### src/rtl/id_pkg.sv
// Shared constants for the ID-stage decoder: class indices, MIPS opcode/func
// encodings, stage state encoding and class-group helpers.
package id_pkg;

  localparam logic [5:0] C_ADD     = 6'd0;
  localparam logic [5:0] C_ADDU    = 6'd1;
  localparam logic [5:0] C_SUB     = 6'd2;
  localparam logic [5:0] C_SUBU    = 6'd3;
  localparam logic [5:0] C_AND     = 6'd4;
  localparam logic [5:0] C_OR      = 6'd5;
  localparam logic [5:0] C_XOR     = 6'd6;
  localparam logic [5:0] C_NOR     = 6'd7;
  localparam logic [5:0] C_SLT     = 6'd8;
  localparam logic [5:0] C_SLTU    = 6'd9;
  localparam logic [5:0] C_SLL     = 6'd10;
  localparam logic [5:0] C_SRL     = 6'd11;
  localparam logic [5:0] C_SRA     = 6'd12;
  localparam logic [5:0] C_SLLV    = 6'd13;
  localparam logic [5:0] C_SRLV    = 6'd14;
  localparam logic [5:0] C_SRAV    = 6'd15;
  localparam logic [5:0] C_JR      = 6'd16;
  localparam logic [5:0] C_ADDI    = 6'd17;
  localparam logic [5:0] C_ADDIU   = 6'd18;
  localparam logic [5:0] C_ANDI    = 6'd19;
  localparam logic [5:0] C_ORI     = 6'd20;
  localparam logic [5:0] C_XORI    = 6'd21;
  localparam logic [5:0] C_LW      = 6'd22;
  localparam logic [5:0] C_SW      = 6'd23;
  localparam logic [5:0] C_BEQ     = 6'd24;
  localparam logic [5:0] C_BNE     = 6'd25;
  localparam logic [5:0] C_SLTI    = 6'd26;
  localparam logic [5:0] C_SLTIU   = 6'd27;
  localparam logic [5:0] C_LUI     = 6'd28;
  localparam logic [5:0] C_J       = 6'd29;
  localparam logic [5:0] C_JAL     = 6'd30;
  localparam logic [5:0] C_JALR    = 6'd31;
  localparam logic [5:0] C_CLZ     = 6'd32;
  localparam logic [5:0] C_BGEZ    = 6'd33;
  localparam logic [5:0] C_LB      = 6'd34;
  localparam logic [5:0] C_LBU     = 6'd35;
  localparam logic [5:0] C_LH      = 6'd36;
  localparam logic [5:0] C_LHU     = 6'd37;
  localparam logic [5:0] C_SB      = 6'd38;
  localparam logic [5:0] C_SH      = 6'd39;
  localparam logic [5:0] C_MFC0    = 6'd40;
  localparam logic [5:0] C_MTC0    = 6'd41;
  localparam logic [5:0] C_MFHI    = 6'd42;
  localparam logic [5:0] C_MTHI    = 6'd43;
  localparam logic [5:0] C_MFLO    = 6'd44;
  localparam logic [5:0] C_MTLO    = 6'd45;
  localparam logic [5:0] C_MUL     = 6'd46;
  localparam logic [5:0] C_MULTU   = 6'd47;
  localparam logic [5:0] C_DIV     = 6'd48;
  localparam logic [5:0] C_DIVU    = 6'd49;
  localparam logic [5:0] C_SYSCALL = 6'd50;
  localparam logic [5:0] C_TEQ     = 6'd51;
  localparam logic [5:0] C_BREAK   = 6'd52;
  localparam logic [5:0] C_ERET    = 6'd53;

  localparam logic [5:0] IDX_ILLEGAL = 6'd63;

  localparam logic [5:0] OP_SPECIAL  = 6'b000000;
  localparam logic [5:0] OP_REGIMM   = 6'b000001;
  localparam logic [5:0] OP_J        = 6'b000010;
  localparam logic [5:0] OP_JAL      = 6'b000011;
  localparam logic [5:0] OP_BEQ      = 6'b000100;
  localparam logic [5:0] OP_BNE      = 6'b000101;
  localparam logic [5:0] OP_ADDI     = 6'b001000;
  localparam logic [5:0] OP_ADDIU    = 6'b001001;
  localparam logic [5:0] OP_SLTI     = 6'b001010;
  localparam logic [5:0] OP_SLTIU    = 6'b001011;
  localparam logic [5:0] OP_ANDI     = 6'b001100;
  localparam logic [5:0] OP_ORI      = 6'b001101;
  localparam logic [5:0] OP_XORI     = 6'b001110;
  localparam logic [5:0] OP_LUI      = 6'b001111;
  localparam logic [5:0] OP_COP0     = 6'b010000;
  localparam logic [5:0] OP_SPECIAL2 = 6'b011100;
  localparam logic [5:0] OP_LB       = 6'b100000;
  localparam logic [5:0] OP_LH       = 6'b100001;
  localparam logic [5:0] OP_LW       = 6'b100011;
  localparam logic [5:0] OP_LBU      = 6'b100100;
  localparam logic [5:0] OP_LHU      = 6'b100101;
  localparam logic [5:0] OP_SB       = 6'b101000;
  localparam logic [5:0] OP_SH       = 6'b101001;
  localparam logic [5:0] OP_SW       = 6'b101011;

  localparam logic [5:0] FN_SLL     = 6'b000000;
  localparam logic [5:0] FN_SRL     = 6'b000010;
  localparam logic [5:0] FN_SRA     = 6'b000011;
  localparam logic [5:0] FN_SLLV    = 6'b000100;
  localparam logic [5:0] FN_SRLV    = 6'b000110;
  localparam logic [5:0] FN_SRAV    = 6'b000111;
  localparam logic [5:0] FN_JR      = 6'b001000;
  localparam logic [5:0] FN_JALR    = 6'b001001;
  localparam logic [5:0] FN_SYSCALL = 6'b001100;
  localparam logic [5:0] FN_BREAK   = 6'b001101;
  localparam logic [5:0] FN_MFHI    = 6'b010000;
  localparam logic [5:0] FN_MTHI    = 6'b010001;
  localparam logic [5:0] FN_MFLO    = 6'b010010;
  localparam logic [5:0] FN_MTLO    = 6'b010011;
  localparam logic [5:0] FN_ERET    = 6'b011000;
  localparam logic [5:0] FN_MULTU   = 6'b011001;
  localparam logic [5:0] FN_DIV     = 6'b011010;
  localparam logic [5:0] FN_DIVU    = 6'b011011;
  localparam logic [5:0] FN_ADD     = 6'b100000;
  localparam logic [5:0] FN_ADDU    = 6'b100001;
  localparam logic [5:0] FN_SUB     = 6'b100010;
  localparam logic [5:0] FN_SUBU    = 6'b100011;
  localparam logic [5:0] FN_AND     = 6'b100100;
  localparam logic [5:0] FN_OR      = 6'b100101;
  localparam logic [5:0] FN_XOR     = 6'b100110;
  localparam logic [5:0] FN_NOR     = 6'b100111;
  localparam logic [5:0] FN_SLT     = 6'b101010;
  localparam logic [5:0] FN_SLTU    = 6'b101011;
  localparam logic [5:0] FN_TEQ     = 6'b110100;
  localparam logic [5:0] FN2_MUL    = 6'b000010;
  localparam logic [5:0] FN2_CLZ    = 6'b100000;
  localparam logic [4:0] RT_BGEZ    = 5'b00001;

  localparam logic [1:0] ST_EMPTY  = 2'd0;
  localparam logic [1:0] ST_FULL   = 2'd1;
  localparam logic [1:0] ST_BUBBLE = 2'd2;

  function automatic logic is_load_cls(logic [5:0] c);
    return c inside {C_LW, C_LB, C_LBU, C_LH, C_LHU};
  endfunction

  function automatic logic is_cop0_cls(logic [5:0] c);
    return c inside {C_MFC0, C_MTC0, C_ERET, C_SYSCALL, C_BREAK, C_TEQ};
  endfunction

  function automatic logic is_mdu_cls(logic [5:0] c);
    return c inside {C_MUL, C_MULTU, C_DIV, C_DIVU, C_MFHI, C_MTHI, C_MFLO, C_MTLO, C_CLZ};
  endfunction

endpackage

### src/rtl/id_class_lut.sv
// Combinational instruction-class lookup: instruction word to class index,
// with optional COP0 and MDU subsets reported as illegal when disabled.
module id_class_lut
  import id_pkg::*;
#(
  parameter bit EN_COP0 = 1'b1,
  parameter bit EN_MDU  = 1'b1
) (
  input  logic [31:0] instr,
  output logic [5:0]  idx,
  output logic        illegal
);

  logic [5:0] op, fn, raw;
  logic [4:0] rs, rt;
  logic       unused_rd;

  assign op        = instr[31:26];
  assign rs        = instr[25:21];
  assign rt        = instr[20:16];
  assign fn        = instr[5:0];
  assign unused_rd = ^instr[15:11];

  always_comb begin
    raw = IDX_ILLEGAL;
    case (op)
      OP_SPECIAL:
        case (fn)
          FN_ADD:     raw = C_ADD;
          FN_ADDU:    raw = C_ADDU;
          FN_SUB:     raw = C_SUB;
          FN_SUBU:    raw = C_SUBU;
          FN_AND:     raw = C_AND;
          FN_OR:      raw = C_OR;
          FN_XOR:     raw = C_XOR;
          FN_NOR:     raw = C_NOR;
          FN_SLT:     raw = C_SLT;
          FN_SLTU:    raw = C_SLTU;
          FN_SLL:     raw = C_SLL;
          FN_SRL:     raw = C_SRL;
          FN_SRA:     raw = C_SRA;
          FN_SLLV:    raw = C_SLLV;
          FN_SRLV:    raw = C_SRLV;
          FN_SRAV:    raw = C_SRAV;
          FN_JR:      raw = C_JR;
          FN_JALR:    raw = C_JALR;
          FN_MFHI:    raw = C_MFHI;
          FN_MTHI:    raw = C_MTHI;
          FN_MFLO:    raw = C_MFLO;
          FN_MTLO:    raw = C_MTLO;
          FN_MULTU:   raw = C_MULTU;
          FN_DIV:     raw = C_DIV;
          FN_DIVU:    raw = C_DIVU;
          FN_SYSCALL: raw = C_SYSCALL;
          FN_BREAK:   raw = C_BREAK;
          FN_TEQ:     raw = C_TEQ;
          default:    raw = IDX_ILLEGAL;
        endcase
      OP_REGIMM:   if (rt == RT_BGEZ) raw = C_BGEZ;
      OP_COP0:
        if (rs == 5'b00000 && instr[10:0] == '0)      raw = C_MFC0;
        else if (rs == 5'b00100 && instr[10:0] == '0) raw = C_MTC0;
        else if (rs == 5'b10000 && fn == FN_ERET)      raw = C_ERET;
      OP_SPECIAL2:
        if (fn == FN2_CLZ)      raw = C_CLZ;
        else if (fn == FN2_MUL) raw = C_MUL;
      OP_ADDI:  raw = C_ADDI;
      OP_ADDIU: raw = C_ADDIU;
      OP_ANDI:  raw = C_ANDI;
      OP_ORI:   raw = C_ORI;
      OP_XORI:  raw = C_XORI;
      OP_LW:    raw = C_LW;
      OP_SW:    raw = C_SW;
      OP_BEQ:   raw = C_BEQ;
      OP_BNE:   raw = C_BNE;
      OP_SLTI:  raw = C_SLTI;
      OP_SLTIU: raw = C_SLTIU;
      OP_LUI:   raw = C_LUI;
      OP_J:     raw = C_J;
      OP_JAL:   raw = C_JAL;
      OP_LB:    raw = C_LB;
      OP_LBU:   raw = C_LBU;
      OP_LH:    raw = C_LH;
      OP_LHU:   raw = C_LHU;
      OP_SB:    raw = C_SB;
      OP_SH:    raw = C_SH;
      default:  raw = IDX_ILLEGAL;
    endcase
  end

  // Disabled subsets are filtered after lookup so the table stays uniform.
  assign idx = ((is_cop0_cls(raw) && !EN_COP0) || (is_mdu_cls(raw) && !EN_MDU))
               ? IDX_ILLEGAL : raw;
  assign illegal = (idx == IDX_ILLEGAL);

endmodule

### src/rtl/id_stage_decoder.sv
// Registered ID stage: valid/ready handshake around the class lookup, with
// load-use bubble insertion and synchronous flush.
module id_stage_decoder
  import id_pkg::*;
#(
  parameter int unsigned PC_W        = 32,
  parameter int unsigned IC_W        = 54,
  parameter bit          EN_COP0     = 1'b1,
  parameter bit          EN_MDU      = 1'b1,
  parameter bit          EN_LU_STALL = 1'b1
) (
  input  logic            clk,
  input  logic            rst,
  input  logic            flush,
  input  logic            in_valid,
  output logic            in_ready,
  input  logic [31:0]     in_instr,
  input  logic [PC_W-1:0] in_pc,
  output logic            out_valid,
  input  logic            out_ready,
  output logic [IC_W-1:0] out_ic,
  output logic [5:0]      out_idx,
  output logic            out_illegal,
  output logic [4:0]      out_rs,
  output logic [4:0]      out_rt,
  output logic [4:0]      out_rd,
  output logic [4:0]      out_sa,
  output logic [15:0]     out_imm,
  output logic [PC_W-1:0] out_pc
);

  logic [1:0]      state;
  logic [5:0]      dec_idx;
  logic            dec_ill;
  logic [IC_W-1:0] dec_ic;
  logic            xfer, acc, hazard, prev_v, trk_v;
  logic [4:0]      prev_rt, trk_rt;

  id_class_lut #(
    .EN_COP0(EN_COP0),
    .EN_MDU (EN_MDU)
  ) u_lut (
    .instr  (in_instr),
    .idx    (dec_idx),
    .illegal(dec_ill)
  );

  always_comb begin
    dec_ic = '0;
    for (int unsigned i = 0; i < IC_W; i++)
      dec_ic[i] = !dec_ill && (32'(dec_idx) == i);
  end

  assign out_valid = (state == ST_FULL);
  assign in_ready  = !flush && (state == ST_EMPTY || (state == ST_FULL && out_ready));
  assign xfer      = !flush && (state == ST_FULL) && out_ready;
  assign acc       = in_valid && in_ready;

  // The instruction leaving this cycle is the producer to compare against;
  // it has not reached the tracker yet.
  assign prev_v  = xfer ? is_load_cls(out_idx) : trk_v;
  assign prev_rt = xfer ? out_rt : trk_rt;
  assign hazard  = EN_LU_STALL && prev_v && (prev_rt != '0) &&
                   (in_instr[25:21] == prev_rt || in_instr[20:16] == prev_rt);

  always_ff @(posedge clk or posedge rst) begin
    if (rst) begin
      state       <= ST_EMPTY;
      trk_v       <= 1'b0;
      trk_rt      <= '0;
      out_ic      <= '0;
      out_idx     <= IDX_ILLEGAL;
      out_illegal <= 1'b0;
      out_rs      <= '0;
      out_rt      <= '0;
      out_rd      <= '0;
      out_sa      <= '0;
      out_imm     <= '0;
      out_pc      <= '0;
    end else if (flush) begin
      state <= ST_EMPTY;
      trk_v <= 1'b0;
    end else begin
      if (xfer) begin
        trk_v  <= is_load_cls(out_idx);
        trk_rt <= out_rt;
      end
      if (acc) begin
        state       <= hazard ? ST_BUBBLE : ST_FULL;
        out_ic      <= dec_ic;
        out_idx     <= dec_idx;
        out_illegal <= dec_ill;
        out_rs      <= in_instr[25:21];
        out_rt      <= in_instr[20:16];
        out_rd      <= in_instr[15:11];
        out_sa      <= in_instr[10:6];
        out_imm     <= in_instr[15:0];
        out_pc      <= in_pc;
      end else if (state == ST_BUBBLE) begin
        state <= ST_FULL;
      end else if (xfer) begin
        state <= ST_EMPTY;
      end
    end
  end

endmodule

### config.mk
export PLATFORM = sky130hd
export DESIGN_NAME = id_stage_decoder
export DESIGN_NICKNAME = d
export VERILOG_FILES = /design/src/rtl/id_pkg.sv /design/src/rtl/id_class_lut.sv /design/src/rtl/id_stage_decoder.sv
export SDC_FILE = /design/constraint.sdc
export NUM_CORES = 1
export LEC_CHECK = 0
export CORE_MARGIN = 2
export CORE_UTILIZATION = 50
export CTS_CLUSTER_DIAMETER = 30
export DETAILED_ROUTE_END_ITERATION = 8
export PLACE_DENSITY = 0.95
export RECOVER_POWER = 100
export SETUP_SLACK_MARGIN = 0.02
export SLEW_MARGIN = 20
export SYNTH_ARGS = -nofsm -noshare
export SYNTH_HDL_FRONTEND = slang
export SYNTH_SLANG_ARGS = --single-unit
export TNS_END_PERCENT = 30
### constraint.sdc
create_clock -name clk -period 8.85 [get_ports clk]
set_clock_uncertainty 0.1 [all_clocks]
set_input_delay 2.655 -clock clk [delete_from_list [all_inputs] [get_ports clk]]
set_output_delay 2.655 -clock clk [all_outputs]
set_load 0.05 [all_outputs]
==> run metrics <==
Cell Pwr Density 216 mW/mm^2; wire length of the first global-routing pass 27300 um; max-cap violations 4; die width 115 um; Worst Hold Class reg -> reg; Post-Syn Area 0.00617 sq mm; Post-synth EDFFs 0; Area growth syn-to-layout 41.2%; largest area contributor in the netlist dfrtp_1; Fin. Hold Viols 0; CP Class in -> out; CTS Buffer Depth 2; grt total ovfl 0; most numerous cell in the Yosys netlist nand2_1; initial core utilization 51.4%; largest net degree at the start of global routing 76; vias in the first global route 5290; height of the die 115 um; final setup vio count 0; H-tree depth 4; CTS buffer count 17; Fin Setup TNS 0 ps; DR WL/cell 17.8 um; finished layout cell area 0.00872 sq mm; router iterations before antenna repair 5; Yosys reg bits 127; fin crit period 7250 ps; worst skew pair latency 420 ps; Post-Place Setup Slack 1520 ps; Synth cell types 75; Least-Margin Pin Slew 2670 ps; fin worst setup slack 1600 ps; DRC 0; syn_nets 728; CP required 6100 ps; die area 0.0133 sq mm; final wirelength 17500 um; post-layout util 72.6%; Post-CTS Hold Fix Bufs 0; postcts setup bufs 0; antenna viol nets, final 0; sequential-to-total area share from yosys stat 51.6%; crit path launch type input port; Leakage 4.16 nW; Nets 900; Sink Count 127; commonest cells in the netlist 209 x nand2_1, 121 x dfrtp_1, 32 x clkbuf_1; DP Area 0.00816 sq mm; row count 40; Diodes inserted 0; share of cells above drive strength 1 6.80%; share of the synthesized area in the top cell type 49.0%; GRT Overall Usage 26.5%; nature of the critical path endpoint primary output; failing checks max-capacitance violations, max-slew violations; detailed-route vias per instance 5.64; Slew Limit Fails 260; Post-synth ARST share 100%; initial antenna violation count 0; port bufs 199; DP HPWL 11900 um; CP max FO 5; initial drt markers 426; CTS tree built; Worst EP arrival 4490 ps; I/O pins 200; Worst VDD drop 166 uV; clk root buf clkbuf_16; Slew headroom -78.2%; syn_area_per_cell 9.45 sq um; core footprint 0.0120 sq mm; Reg clk slew, reported paths 60 ps; status finished, violations left; Fillers 840; Fmax 0.138 GHz; Cells after Synth 653; ys flop type dfrtp_1; RePlAce Congestion 0.899; Post-CTS Resized 0; vias 5555; RSZ-0062 raised after global routing no; largest cells by area after synthesis dfrtp_1 49%, nand2_1 13%, a32o_1 3.7%; Power Total 1.89 mW; synth warn 0; Final period util 81.9%
[cells in the final DEF, fill, tap and decap left out, types with 4 or more instances in the layout]
cell type,synthesis,final
nand2_1,209,209
xnor2_1,12,12
nand2b_1,13,13
ha_1,6,6
inv_1,20,19
nor2_1,18,18
nor3_1,4,4
dfrtp_1,121,121
clkdlybuf4s50_1,0,64
a22o_1,14,14
nor2b_1,6,6
o31ai_1,5,5
a32o_1,23,23
dlygate4sd3_1,0,135
a21oi_1,15,15
nor4b_1,3,4
nor3b_1,3,4
and2_0,0,4
mux2i_1,10,10
clkbuf_16,0,17
o21ai_0,21,28
dfstp_2,6,6
[layer usage]
metal | vias to the layer above | global-route usage (%) | share of wire [%]
met3 | 26 | 6.85 | 7.1
met1 | 2723 | 33.3 | 41
met4 | 0 | 8.84 | 1.7
met5 | - | 0 | 0
li1 | 2594 | - | -
met2 | 212 | 45.0 | 50
[per-stage QoR]
stage	cells	hold WS, ps
floorplan	653	376
global placement	953	356
detailed placement	953	362
CTS	985	376
global route	985	389
finish	985	367
[critical path: stages]
cell           delay, ps
dlygate4sd3_1        600
a211oi_1             310
dlygate4sd3_1        920
[where the power goes]
group	total [mW]	internal [mW]	switching, mW
Sequential	0.672	0.641	0.0313
Clock	0.699	0.426	0.273
Combinational	0.516	0.158	0.358
Total	1.89	1.22	0.662
[kinds of logic (layout without fill, tap and decap cells)]
family,after synthesis,in the layout,synth area share (%)
AO/OA/AOI/OAI,126,126,15.8
XOR/XNOR,13,13,1.84
adder cells (fa/ha/maj),6,6,1.22
buffers and inverters,71,256,5.05
flip-flops,127,127,51.6
multiplexers,10,10,1.62
AND/OR/NAND/NOR,300,300,22.9
[sequential cells by signal, indices dropped and copies added, names as in the netlist, 2 cells and up]
signal	cells
out_ic	54
out_idx	6
out_imm	7
out_pc	32
out_rd	5
out_rs	5
out_rt	5
out_sa	4
state	2
trk_rt	5
[area by class of cell]
| class | count | area, sq um | area share, % |
|---|---|---|---|
| flip-flops and latches | 127 | 3190 | 36.5 |
| clock buffers | 18 | 439 | 5.04 |
| inverters | 21 | 80.1 | 0.919 |
| multi-input cells | 455 | 2660 | 30.5 |
| repair buffers | 203 | 2010 | 23.1 |
| well taps | 147 | 184 | 2.11 |
| clock inverters | 14 | 156 | 1.79 |
[worst paths after layout]
kind                               to  depth (start not counted)  slack [ps]       start
max in group asynchronous  out_ic[18]                          3        2860         rst
min                        out_pc[23]                          2         370  out_pc[23]
max                          in_ready                          3        1600       flush
min in group asynchronous    state[0]                          2        3220         rst
max reg2reg                out_imm[1]                          4        4170    state[0]
min reg2reg                out_pc[23]                          2         370  out_pc[23]
No activity file was read; power rests on OpenSTA's default activity.
